<file path="config.mk">
export PLATFORM = sky130hd
export DESIGN_NAME = sel_decoder_flat
export DESIGN_NICKNAME = d
export VERILOG_FILES = /design/src/rtl/sel_decoder_if.sv /design/src/rtl/sel_decoder.sv /design/src/flat_wrapper.sv
export SDC_FILE = /design/constraint.sdc
export NUM_CORES = 1
export LEC_CHECK = 0
export ABC_AREA = 1
export CORE_UTILIZATION = 35
export CTS_CLUSTER_DIAMETER = 50
export CTS_CLUSTER_SIZE = 30
export DETAILED_ROUTE_END_ITERATION = 7
export PLACE_DENSITY = 0.66
export SLEW_MARGIN = 20
export SYNTH_ARGS = -nofsm -noshare
export SYNTH_HDL_FRONTEND = slang
export SYNTH_SLANG_ARGS = --single-unit
</file>
<file path="constraint.sdc">
create_clock -name clk -period 0.95 [get_ports clk]
set_input_delay 0.1425 -clock clk [delete_from_list [all_inputs] [get_ports clk]]
set_output_delay 0.1425 -clock clk [all_outputs]
set_load 0.02 [all_outputs]
</file>
<file path="src/rtl/sel_decoder_if.sv">
// Select-decoder bus: clock enable, mode, select request and the registered one-hot result.
// The err flag is only present when SEL_DECODER_ERR_EN is defined.
interface sel_decoder_if #(
    parameter int IN_W    = 2,
    parameter int NUM_OUT = 4
);
    // Handshake: there is no back-pressure. A request is taken on any enabled rising edge
    // where in_valid=1 in direct mode; out_valid=1 means out was rewritten on the last edge.
    logic               en;
    logic               mode;
    logic [IN_W-1:0]    in;
    logic               in_valid;
    logic [NUM_OUT-1:0] out;
    logic               out_valid;
    logic [1:0]         state;
`ifdef SEL_DECODER_ERR_EN
    logic               err;

    modport master (output en, mode, in, in_valid, input out, out_valid, state, err);
    modport slave  (input en, mode, in, in_valid, output out, out_valid, state, err);
`else
    modport master (output en, mode, in, in_valid, input out, out_valid, state);
    modport slave  (input en, mode, in, in_valid, output out, out_valid, state);
`endif
endinterface

</file>
<file path="src/rtl/sel_decoder.sv">
// Registered one-hot select decoder with direct-decode and auto-scan modes.
// Define SEL_DECODER_ERR_EN to add the sticky out-of-range err flag.
module sel_decoder #(
    parameter int IN_W    = 2,
    parameter int NUM_OUT = 4
) (
    input logic          clk,
    input logic          rst_n,
    sel_decoder_if.slave bus
);

    typedef enum logic [1:0] {
        IDLE   = 2'd0,
        DIRECT = 2'd1,
        SCAN   = 2'd2
    } state_t;

    state_t             state_q, state_d;
    logic [IN_W-1:0]    cnt_q, cnt_d;
    logic [NUM_OUT-1:0] out_q, out_d;
    logic               ov_q, ov_d;
`ifdef SEL_DECODER_ERR_EN
    logic               err_q, err_d;
`endif

    // Codes at or above NUM_OUT match no bit and decode to all-zero.
    function automatic logic [NUM_OUT-1:0] onehot(input logic [IN_W-1:0] code);
        onehot = '0;
        for (int i = 0; i < NUM_OUT; i++) begin
            if (code == IN_W'(i)) onehot[i] = 1'b1;
        end
    endfunction

    always_comb begin
        state_d = state_q;
        cnt_d   = cnt_q;
        out_d   = out_q;
        ov_d    = 1'b0;
`ifdef SEL_DECODER_ERR_EN
        err_d   = err_q;
`endif
        case (state_q)
            IDLE: begin
                out_d = '0;
                if (bus.mode) begin
                    state_d = SCAN;
                    cnt_d   = '0;
                    out_d   = onehot('0);
                    ov_d    = 1'b1;
                end else begin
                    state_d = DIRECT;
                end
            end
            DIRECT: begin
                // A mode change wins over a request arriving in the same cycle.
                if (bus.mode) begin
                    state_d = SCAN;
                    cnt_d   = '0;
                    out_d   = onehot('0);
                    ov_d    = 1'b1;
                end else if (bus.in_valid) begin
                    out_d = onehot(bus.in);
                    ov_d  = 1'b1;
`ifdef SEL_DECODER_ERR_EN
                    err_d = err_q | (out_d == '0);
`endif
                end
            end
            SCAN: begin
                if (!bus.mode) begin
                    state_d = DIRECT;
                end else begin
                    cnt_d = (cnt_q == IN_W'(NUM_OUT - 1)) ? '0 : cnt_q + IN_W'(1);
                    out_d = onehot(cnt_d);
                    ov_d  = 1'b1;
                end
            end
            default: begin
                state_d = IDLE;
                out_d   = '0;
            end
        endcase
    end

    always_ff @(posedge clk or negedge rst_n) begin
        if (!rst_n) begin
            state_q <= IDLE;
            cnt_q   <= '0;
            out_q   <= '0;
            ov_q    <= 1'b0;
`ifdef SEL_DECODER_ERR_EN
            err_q   <= 1'b0;
`endif
        end else if (bus.en) begin
            state_q <= state_d;
            cnt_q   <= cnt_d;
            out_q   <= out_d;
            ov_q    <= ov_d;
`ifdef SEL_DECODER_ERR_EN
            err_q   <= err_d;
`endif
        end
    end

    assign bus.out       = out_q;
    assign bus.out_valid = ov_q;
    assign bus.state     = state_q;
`ifdef SEL_DECODER_ERR_EN
    assign bus.err       = err_q;
`endif

endmodule

</file>
<file path="src/flat_wrapper.sv">
// flat-port wrapper written by rule: the top's interface ports become plain ports
module sel_decoder_flat 
#(
    parameter int IN_W    = 2,
    parameter int NUM_OUT = 4
)
  (clk, rst_n, bus_en, bus_mode, bus_in, bus_in_valid, bus_out, bus_out_valid, bus_state);
  sel_decoder_if #(.IN_W(IN_W), .NUM_OUT(NUM_OUT)) bus_i ();
  input logic clk;
  input logic rst_n;
  input wire logic [$bits(bus_i.en)-1:0] bus_en;
  input wire logic [$bits(bus_i.mode)-1:0] bus_mode;
  input wire logic [$bits(bus_i.in)-1:0] bus_in;
  input wire logic [$bits(bus_i.in_valid)-1:0] bus_in_valid;
  output wire logic [$bits(bus_i.out)-1:0] bus_out;
  output wire logic [$bits(bus_i.out_valid)-1:0] bus_out_valid;
  output wire logic [$bits(bus_i.state)-1:0] bus_state;
  assign bus_i.en = bus_en;
  assign bus_i.mode = bus_mode;
  assign bus_i.in = bus_in;
  assign bus_i.in_valid = bus_in_valid;
  assign bus_out = bus_i.out;
  assign bus_out_valid = bus_i.out_valid;
  assign bus_state = bus_i.state;
  sel_decoder #(.IN_W(IN_W), .NUM_OUT(NUM_OUT)) u_core (.clk(clk), .rst_n(rst_n), .bus(bus_i));
endmodule
</file>
After elaboration in Yosys (flattened, before gate mapping)
Cells that the tools add are included.
{ "word_totals": {"register_bits": 9, "in_bits": 7, "out_inout_bits": 7, "wordCells": 53} }
{ "classes": {"add_sub_neg": 1, "eq_ne": 14, "muxes": 25, "n_reduce_logical": 9} }
{ "op_table": {"columns": ["cell", "n"], "rows": [
  ["$eq A2 B2 Y1 const B", 6],
  ["$mux W1", 12],
  ["$mux W2", 6],
  ["$mux W4", 3],
  ["$pmux W4 S3", 1],
  ["$eq A2 B1 Y1 const B", 3],
  ["$logic_not A2 Y1", 3],
  ["$ne A2 B2 Y1 const B", 3],
  ["$pmux W2 S3", 1],
  ["$reduce_and A3 Y1", 2],
  ["$pmux W2 S2", 1],
  ["$reduce_and A4 Y1", 1],
  ["$reduce_or A2 Y1", 2],
  ["$ne A3 B3 Y1 const B", 1],
  ["$add A2 B1 Y2 const B", 1],
  ["$ne A2 B1 Y1 const B", 1],
  ["$pmux W1 S2", 1],
  ["$reduce_bool A2 Y1", 1]
]} }

Depth between registers and ports, before layout
Gate-level depths: netlist (run 1).
{ "logic_depth": {"word_depth": 6, "depth_mapped": 7, "depth_no_buf": 7} }

Worst setup path after synthesis (run 1)
Ideal clock, no wire load.
{ "synth_timing": {"path_type": "flip-flop to flip-flop", "startpoint": "register u_core.state_q[1], in the netlist u_core.bus.state[1]", "endpoint": "register u_core.out_q[3], in the netlist u_core.bus.out[3]", "arrival_ns": 1.011, "path_slack_ns": -0.177, "stages_incl_launch_ff": 7, "n_path_buf": 0, "period_less_slack_ns": 1.127, "cell_sequence": "dfrtp_1 -> inv_2 -> nand2_1 -> nor2_1 -> nor2_4 -> nand2_1 -> nand2_1"} }
{ "synth_between": {"elab_chain_len": 3, "elab_cells_between_ends": 7} }
{ "synth_lines": {"columns": ["item", "line", "source"], "rows": [
  ["start, declared", "sel_decoder.sv:18", "state_t state_q, state_d;"],
  ["start signal, assigned", "sel_decoder.sv:95", "state_q <= state_d;"],
  ["$eq A2 B1 Y1 or $eq A2 B2 Y1 (tied branches)", "sel_decoder.sv:42", "case (state_q)"],
  ["$ne A3 B3 Y1 (no line) or $ne A2 B2 Y1 (tied branches)", null, null],
  ["$reduce_and A3 Y1 (no line)", null, null],
  ["end signal, assigned", "sel_decoder.sv:97", "out_q <= out_d;"],
  ["end, declared", "sel_decoder.sv:20", "logic [NUM_OUT-1:0] out_q, out_d;"]
]} }
Several ways; a longest one is shown, not always the timed one.
A chain may end at the register's enable or synchronous reset.

Worst setup path in the final report (run 1)
{ "layout_timing": {"startpoint": "register u_core.state_q[0], in the netlist u_core.bus.state[0]", "endpoint": "register u_core.cnt_q[0]"} }
{ "layout_between": {"elab_chain_len": 4, "elab_cells_between_ends": 9} }
{ "layout_lines": {"columns": ["item", "line", "source"], "rows": [
  ["$eq A2 B1 Y1 or $logic_not A2 Y1 (tied branches)", "sel_decoder.sv:42", null],
  ["$reduce_or A2 Y1 (no line)", null, null],
  ["$ne A2 B1 Y1 (no line) or $reduce_bool A2 Y1 (tied branches)", null, null],
  ["$reduce_and A4 Y1 (no line)", null, null],
  ["end signal, assigned", "sel_decoder.sv:96", "cnt_q <= cnt_d;"],
  ["end, declared", "sel_decoder.sv:19", "logic [IN_W-1:0] cnt_q, cnt_d;"]
]} }
Several ways; a longest one is shown, not always the timed one.

==> results of run 1 <==
==> layout by cell type, fill, tap and decap left out, types with 2 or more instances in the layout <==
master           synthesis  routed
nor2_4                   1       4
o21ai_1                  3       3
ha_1                     4       3
clkbuf_4                 0       3
buf_6                    0       9
nand2_1                 29      26
inv_1                    7       5
dfrtp_1                  9       7
nand3_1                  6       5
inv_2                    3       3
nor2_1                   4       2
clkdlybuf4s50_1          0       6
buf_4                    0      13
o22ai_2                  0       2
nand3_2                  2       3
nand2_2                  0       2
dfrtp_2                  0       2
==> worst max-delay path by stage <==
stage                             start           endpoint  slack (ns)
floorplan           u_core.bus.state[0]  u_core.bus.out[3]       -0.04
global placement               bus_mode  u_core.bus.out[0]       -0.30
detailed placement             bus_mode  u_core.bus.out[0]       -0.33
CTS                 u_core.bus.state[0]  u_core.bus.out[0]       -0.12
global route        u_core.bus.state[0]    u_core.cnt_q[0]       -0.20
finish              u_core.bus.state[0]    u_core.cnt_q[0]       -0.12
==> registers in the layout, summed over array words and instances (netlist names) <==
name / flops
u_core.bus.state: 2
u_core.cnt_q: 2
u_core.bus.out: 4
u_core.bus.out_valid: 1
==> layout make-up <==
| cell class | count | area [µm²] | share of cell area |
|---|---|---|---|
| flip-flops and latches | 9 | 228 | 0.247 |
| clock buffers | 4 | 26.3 | 0.0285 |
| well taps | 15 | 18.8 | 0.0203 |
| repair buffers | 28 | 259 | 0.280 |
| inverters | 10 | 45.0 | 0.0488 |
| multi-input cells | 56 | 347 | 0.375 |
==> worst max-delay path, stage by stage (launching register included) <==
cell and delay, ns:
dfrtp_2 0.41, buf_6 0.15, nand2_1 0.10, nand3_2 0.14, nand2_1 0.10, o21ai_1 0.06
==> power breakdown <==
group          switching (mW)  leakage [nW]  internal, mW
clock                   0.129        0.0150         0.162
sequential             0.0420         0.115         0.435
combinational           0.255         0.334         0.255
==> through the flow <==
| stage | util | area, µm² | hold slack [ns] | power [mW] | setup slack [ns] |
|---|---|---|---|---|---|
| after floorplan | - | 571 | -0.153 | 0.686 | -0.0436 |
| after global placement | 0.580 | 802 | 0.441 | 0.895 | -0.301 |
| after detailed placement | 0.580 | 802 | 0.445 | 0.900 | -0.327 |
| after CTS | 0.599 | 828 | 0.162 | 1.21 | -0.116 |
| after global routing | 0.668 | 923 | 0.190 | 1.38 | -0.198 |
| final | 0.668 | 923 | 0.166 | 1.28 | -0.125 |
==> routing by layer <==
| metal | track usage | wire [µm] |
|---|---|---|
| met1 | 0.220 | 578 |
| met2 | 0.263 | 647 |
| met3 | 0.0435 | 58 |
| met4 | 0.0968 | 16 |
| met5 | 0 | 0 |
==> repair_timing <==
action	4_1_cts	5_1_grt
buffers inserted	1	3
setup endpoints to repair	16	16
resized for setup	37	22
pin swaps	3	6
==> kinds of logic (layout without fill, tap and decap cells) <==
kind of cell | Yosys count | in the layout | share of synthesized area
compound gates | 8 | 8 | 0.0769
fa+ha+maj | 4 | 4 | 0.0905
simple gates | 44 | 44 | 0.357
flops | 9 | 9 | 0.407
buf+inv | 10 | 42 | 0.0679
==> results.txt, run 1 <==
Overall Global Routing Usage = 0.172
Yosys reg bits = 9
Area fraction of the dominant cell type after synthesis = 0.407
Initial Util = 0.400
CTS tree = yes
Most frequent cell after synthesis = nand2_1
Hold_buf cts = 0
CP Data Required Time = 1.09 ns
Hold Crit Class = in -> async
Via density = 4.77
Reg2Reg Capture Point = u_core.cnt_q[0]
Sum of net half-perimeters after detailed placement = 928 µm
Max Slew Vio Count = 0
ANT nets after route = 0
Reg2Reg Depth = 5
Nets = 119
DP Cell Count = 114
Die X = 41.8 µm
Post-synthesis cell type count = 14
Wire length per cell = 10.7 µm
Overflow after GRT = 0
Rows = 13
R2R setup slack = -0.12 ns
Core area = 0.00138 mm²
Synth Warn # = 0
Largest area contributor in the netlist = dfrtp_1
Tmin final = 1.07 ns
DRT iter0 DRCs = 12
# DRC = 0
Clk buf depth = 2
Slew @ Worst Pin = 0.204 ns
Die Footprint = 0.00174 mm²
Initial antenna violation count = 0
Worst Skew = 0.00110 ns
Ranking of synthesized cells by area = dfrtp_1 41%, nand2_1 20%, ha_1 9.0%, nand3_1 5.4%, inv_1 4.8%
Clk slew on worst S/H paths = 0.06 ns
GPL Wtd Cong = 0.736
Synth cell count leaders = 29 x nand2_1, 9 x dfrtp_1, 7 x inv_1, 6 x nand3_1
WS Path Type = reg -> reg
Post-Syn Nets = 86
Leakage = 0.463 nW
Failing checks = setup timing
Largest net degree at the start of global routing = 10
Vias in the first global route = 556
Ys async rst share = 1.00
# fillers = 112
Mapped cell area = 553 µm²
Ant diodes = 0
RSZ-0062 raised after global routing = yes
Maxcap violations = 0
Die H = 41.8 µm
Layout cell share with drive strength beyond 1 = 0.439
Final WL = 1300 µm
Crit path capture type = flop
Max frequency = 930 MHz
Rel. slew slack = 0.864
DR pass1 iterations = 4
Mapped Cells = 75
RR Startpoint = u_core.bus.state[0]
Setup WS post-layout = -0.125 ns
PD cells = 1380 mW/mm²
Fin Setup TNS = -0.919 ns
Root Driver = clkbuf_4
Crit start category = flop
Syn Area/Cell = 7.37 µm²
Worst VDD drop = 0.000915 V
Buffers added on ports = 13
Clk sink count = 9
I/O Pins = 14
Top_reg_cell synth = dfrtp_1
Final setup vio count = 10
Crit path arrival time = 1.21 ns
Final Hold Fails = 0
Final worst-path cycle share = 1.13
Layout area overhead = 67.0%
Max FO, Critical Path = 5
Number of flops mapped to enable cells by yosys = 0
CTS Buf Count = 3
Clk Latency, worst-skew pair = 0.25 ns
Status = finished, violations left
First-pass GRT wire length = 2280 µm
Sequential share of the synthesized area = 0.407
H-Tree Depth = 1
Via count = 582
Non-Filler Instances = 122
(Power assumes the default switching activity.)
==> run 2, diff against run 1 <==
SLEW_MARGIN = 25   (was 20)
==> results of run 2 <==
The final DEF is identical to that of run 1; final timing and power are the same.
==> run 3, diff against run 2 <==
CORE_UTILIZATION = 41   (was 35)
PLACE_DENSITY = 0.74   (was 0.66)
==> run 3 against run 2 <==
Effect of this change:
- the flow still finishes with violations (setup timing)
- utilization grew 9.7 points
- setup slack got worse by 0.014 ns
- total power increased by 1.0%
- clock power up 7.2%
- final area down 1.8%
- clock-buffer cell count is the same
- fmax shrank 1.3%
- combinational power is 2% lower
- first-iteration DRC count down 50%
- critical path type unchanged
- critical endpoint is now u_core.bus.out[1]
- largest power group unchanged
==> results.txt, run 3 (synthesis results as in run 1) <==
Maxcap violations = 0 (unchanged)
Clk slew on worst S/H paths = 0.06 ns (about the same)
Final worst-path cycle share = 1.15 (+0.0145)
Clk Latency, worst-skew pair = 0.27 ns (+0.02 ns)
RSZ-0062 raised after global routing = yes
Die H = 38.7 µm (-7.2%)
# DRC = 0 (unchanged)
Crit-path cells = buf_6 > inv_6 > nor2_4 > nand2_1 > nand3_2 > nand2_2 > nand2_2
Largest net degree at the start of global routing = 10 (unchanged)
Vias in the first global route = 556 (unchanged)
I/O Pins = 14 (unchanged)
Crit-path most repeated cell = nand2_2
Max Slew Vio Count = 0 (unchanged)
Nets = 119 (unchanged)
PD cells = 1420 mW/mm² (+2.8%)
Hold_buf cts = 0 (unchanged)
Max stage delay on crit path = 0.41 ns (about the same)
Worst Skew = 0.000898 ns (-0.000203 ns)
H-Tree Depth = 1 (unchanged)
Buffers added on ports = 13 (unchanged)
Overall Global Routing Usage = 0.217 (+0.0446)
Via count = 590 (+1.4%)
Ant diodes = 0 (unchanged)
Sequential Power Share = 0.371 (-0.002)
Worst VDD drop = 0.00122 V (+33%)
Max reg flops = 4 (unchanged)
Post-place setup slack = -0.299 ns (+0.0281 ns)
Psw = 0.446 mW (+4.7%)
Initial Util = 0.466 (+0.0662)
Clk sink count = 9 (unchanged)
Slew @ Worst Pin = 0.237 ns (+0.0325 ns)
Die X = 38.7 µm (-7.2%)
Final Hold Fails = 0 (unchanged)
CTS Buf Count = 3 (unchanged)
Register area = 228 µm² (unchanged)
Clock Power Share = 0.241 (+0.014)
Layout area overhead = 64.0%
Die Footprint = 0.00150 mm² (-14%)
Max frequency = 919 MHz (-1.3%)
Layout cell share with drive strength beyond 1 = 0.421 (-0.0187)
Failing checks = setup timing
Hold Slack = 0.162 ns (-0.00346 ns)
Most frequent cells in the layout = 25 x nand2_1, 13 x buf_4, 9 x buf_6
First-pass GRT wire length = 2170 µm (-4.8%)
Clk buf depth = 2 (unchanged)
# fillers = 91 (-19%)
Hold Crit Class = in -> async
Crit-path slowest cell = dfrtp_2
Leakage = 0.456 nW (-1.6%)
ANT nets after route = 0 (unchanged)
Wire length per cell = 11.5 µm (+8.3%)
CTS tree = yes
Total power draw = 1.29 mW (+1.0%)
Status = finished, violations left
CP Data Required Time = 1.11 ns (+0.02 ns)
Setup WS post-layout = -0.139 ns (-0.0138 ns)
Final setup vio count = 11 (+1)
Final WL = 1400 µm (+7.5%)
Via density = 4.88 (+2.2%)
WS Path Type = reg -> reg
Crit path arrival time = 1.25 ns (+0.04 ns)
Most common cell after layout, fill and taps aside = nand2_1
Int Pwr = 0.844 mW (-0.85%)
Multi-input logic area = 332 µm² (-4.3%)
DRT iter0 DRCs = 6 (-6)
DR pass1 iterations = 4 (unchanged)
Switching share of power = 0.346 (+0.0122)
Rel. slew slack = 0.842 (-0.0218)
Core area = 0.00119 mm² (-14%)
Initial antenna violation count = 0 (unchanged)
Crit start category = flop
Sum of net half-perimeters after detailed placement = 875 µm (-5.7%)
Comb pwr share = 0.388 (-0.012)
Root Driver = clkbuf_4
Max FO, Critical Path = 5 (unchanged)
Tmin final = 1.09 ns (+0.0138 ns)
Overflow after GRT = 0 (unchanged)
Rows = 12 (-1)
GPL Wtd Cong = 0.779 (+5.9%)
Crit path capture type = flop
-- run 3: cell types whose count changed in the layout (fill, tap and decap cells not counted) --
cell and change:
nand2_1 -1, nand2_2 +2, nand2_4 -1, nor2_1 +1, nor2_2 -1, o21ai_0 +1
o21ai_2 -1, o22ai_1 +1, o22ai_2 -1
-- run 3: routing by layer --
metal / part of all wire / GRT usage / vias up
met5: 0 / 0 / -
met4: 0.014 / 0.0776 / 0
met3: 0.044 / 0.0520 / 2
met2: 0.51 / 0.363 / 19
met1: 0.43 / 0.267 / 267
li1: - / - / 302
-- run 3: per-stage QoR --
step / util / cell area (µm²) / instances / TNS (ns)
detailed placement: 0.656 / 778 / 110 / -3.14
floorplan: - / 571 / 75 / -0.174
CTS: 0.711 / 843 / 117 / -0.625
global placement: 0.656 / 778 / 110 / -3.00
global route: 0.765 / 907 / 121 / -1.59
finish: 0.765 / 907 / 121 / -1.01
-- run 3: final cells by class --
| type | instances | area share |
|---|---|---|
| Sequential cell | 9 | 0.251 |
| Inverter | 10 | 0.0497 |
| Multi-Input combinational cell | 56 | 0.366 |
| Tap cell | 14 | 0.0193 |
| Clock buffer | 4 | 0.0290 |
| Timing Repair Buffer | 28 | 0.286 |
-- run 3: path summary, 6_finish.rpt --
check,slack [ns],start,depth (start not counted),end
max in group asynchronous,0.63,rst_n,2,u_core.bus.state[1]
worst max-delay path,-0.14,u_core.bus.state[0],7,u_core.bus.out[1]
worst min register to register,0.50,u_core.bus.out[0],2,u_core.bus.out[0]
worst max register to register,-0.14,u_core.bus.state[0],7,u_core.bus.out[1]
worst min-delay path,0.16,rst_n,2,u_core.bus.out[2]
min in group clk,0.50,u_core.bus.out[0],2,u_core.bus.out[0]
-- run 3: worst max-delay path, delay by kind of cell (launching register included) --
kind | cells | cell delay [ns]
DFF | 1 | 0.41
and+or+nand+nor | 5 | 0.37
buffers and inverters | 2 | 0.20
-- run 3: timing repair --
action,CTS,global route
resized for setup,44,11
endpoints found under the hold margin,0,0
endpoints found under the setup margin,16,16
buffers inserted,3,4
pin swaps,7,2
-- run 3: power by group through the flow --
stage | sequential [mW] | combinational (mW) | clock [mW]
2_1_floorplan | 0.531 | 0.155 | 0
3_3_place_gp | 0.472 | 0.406 | 0
3_5_place_dp | 0.475 | 0.409 | 0
4_1_cts | 0.471 | 0.435 | 0.317
5_1_grt | 0.483 | 0.550 | 0.340
6_report | 0.478 | 0.501 | 0.311
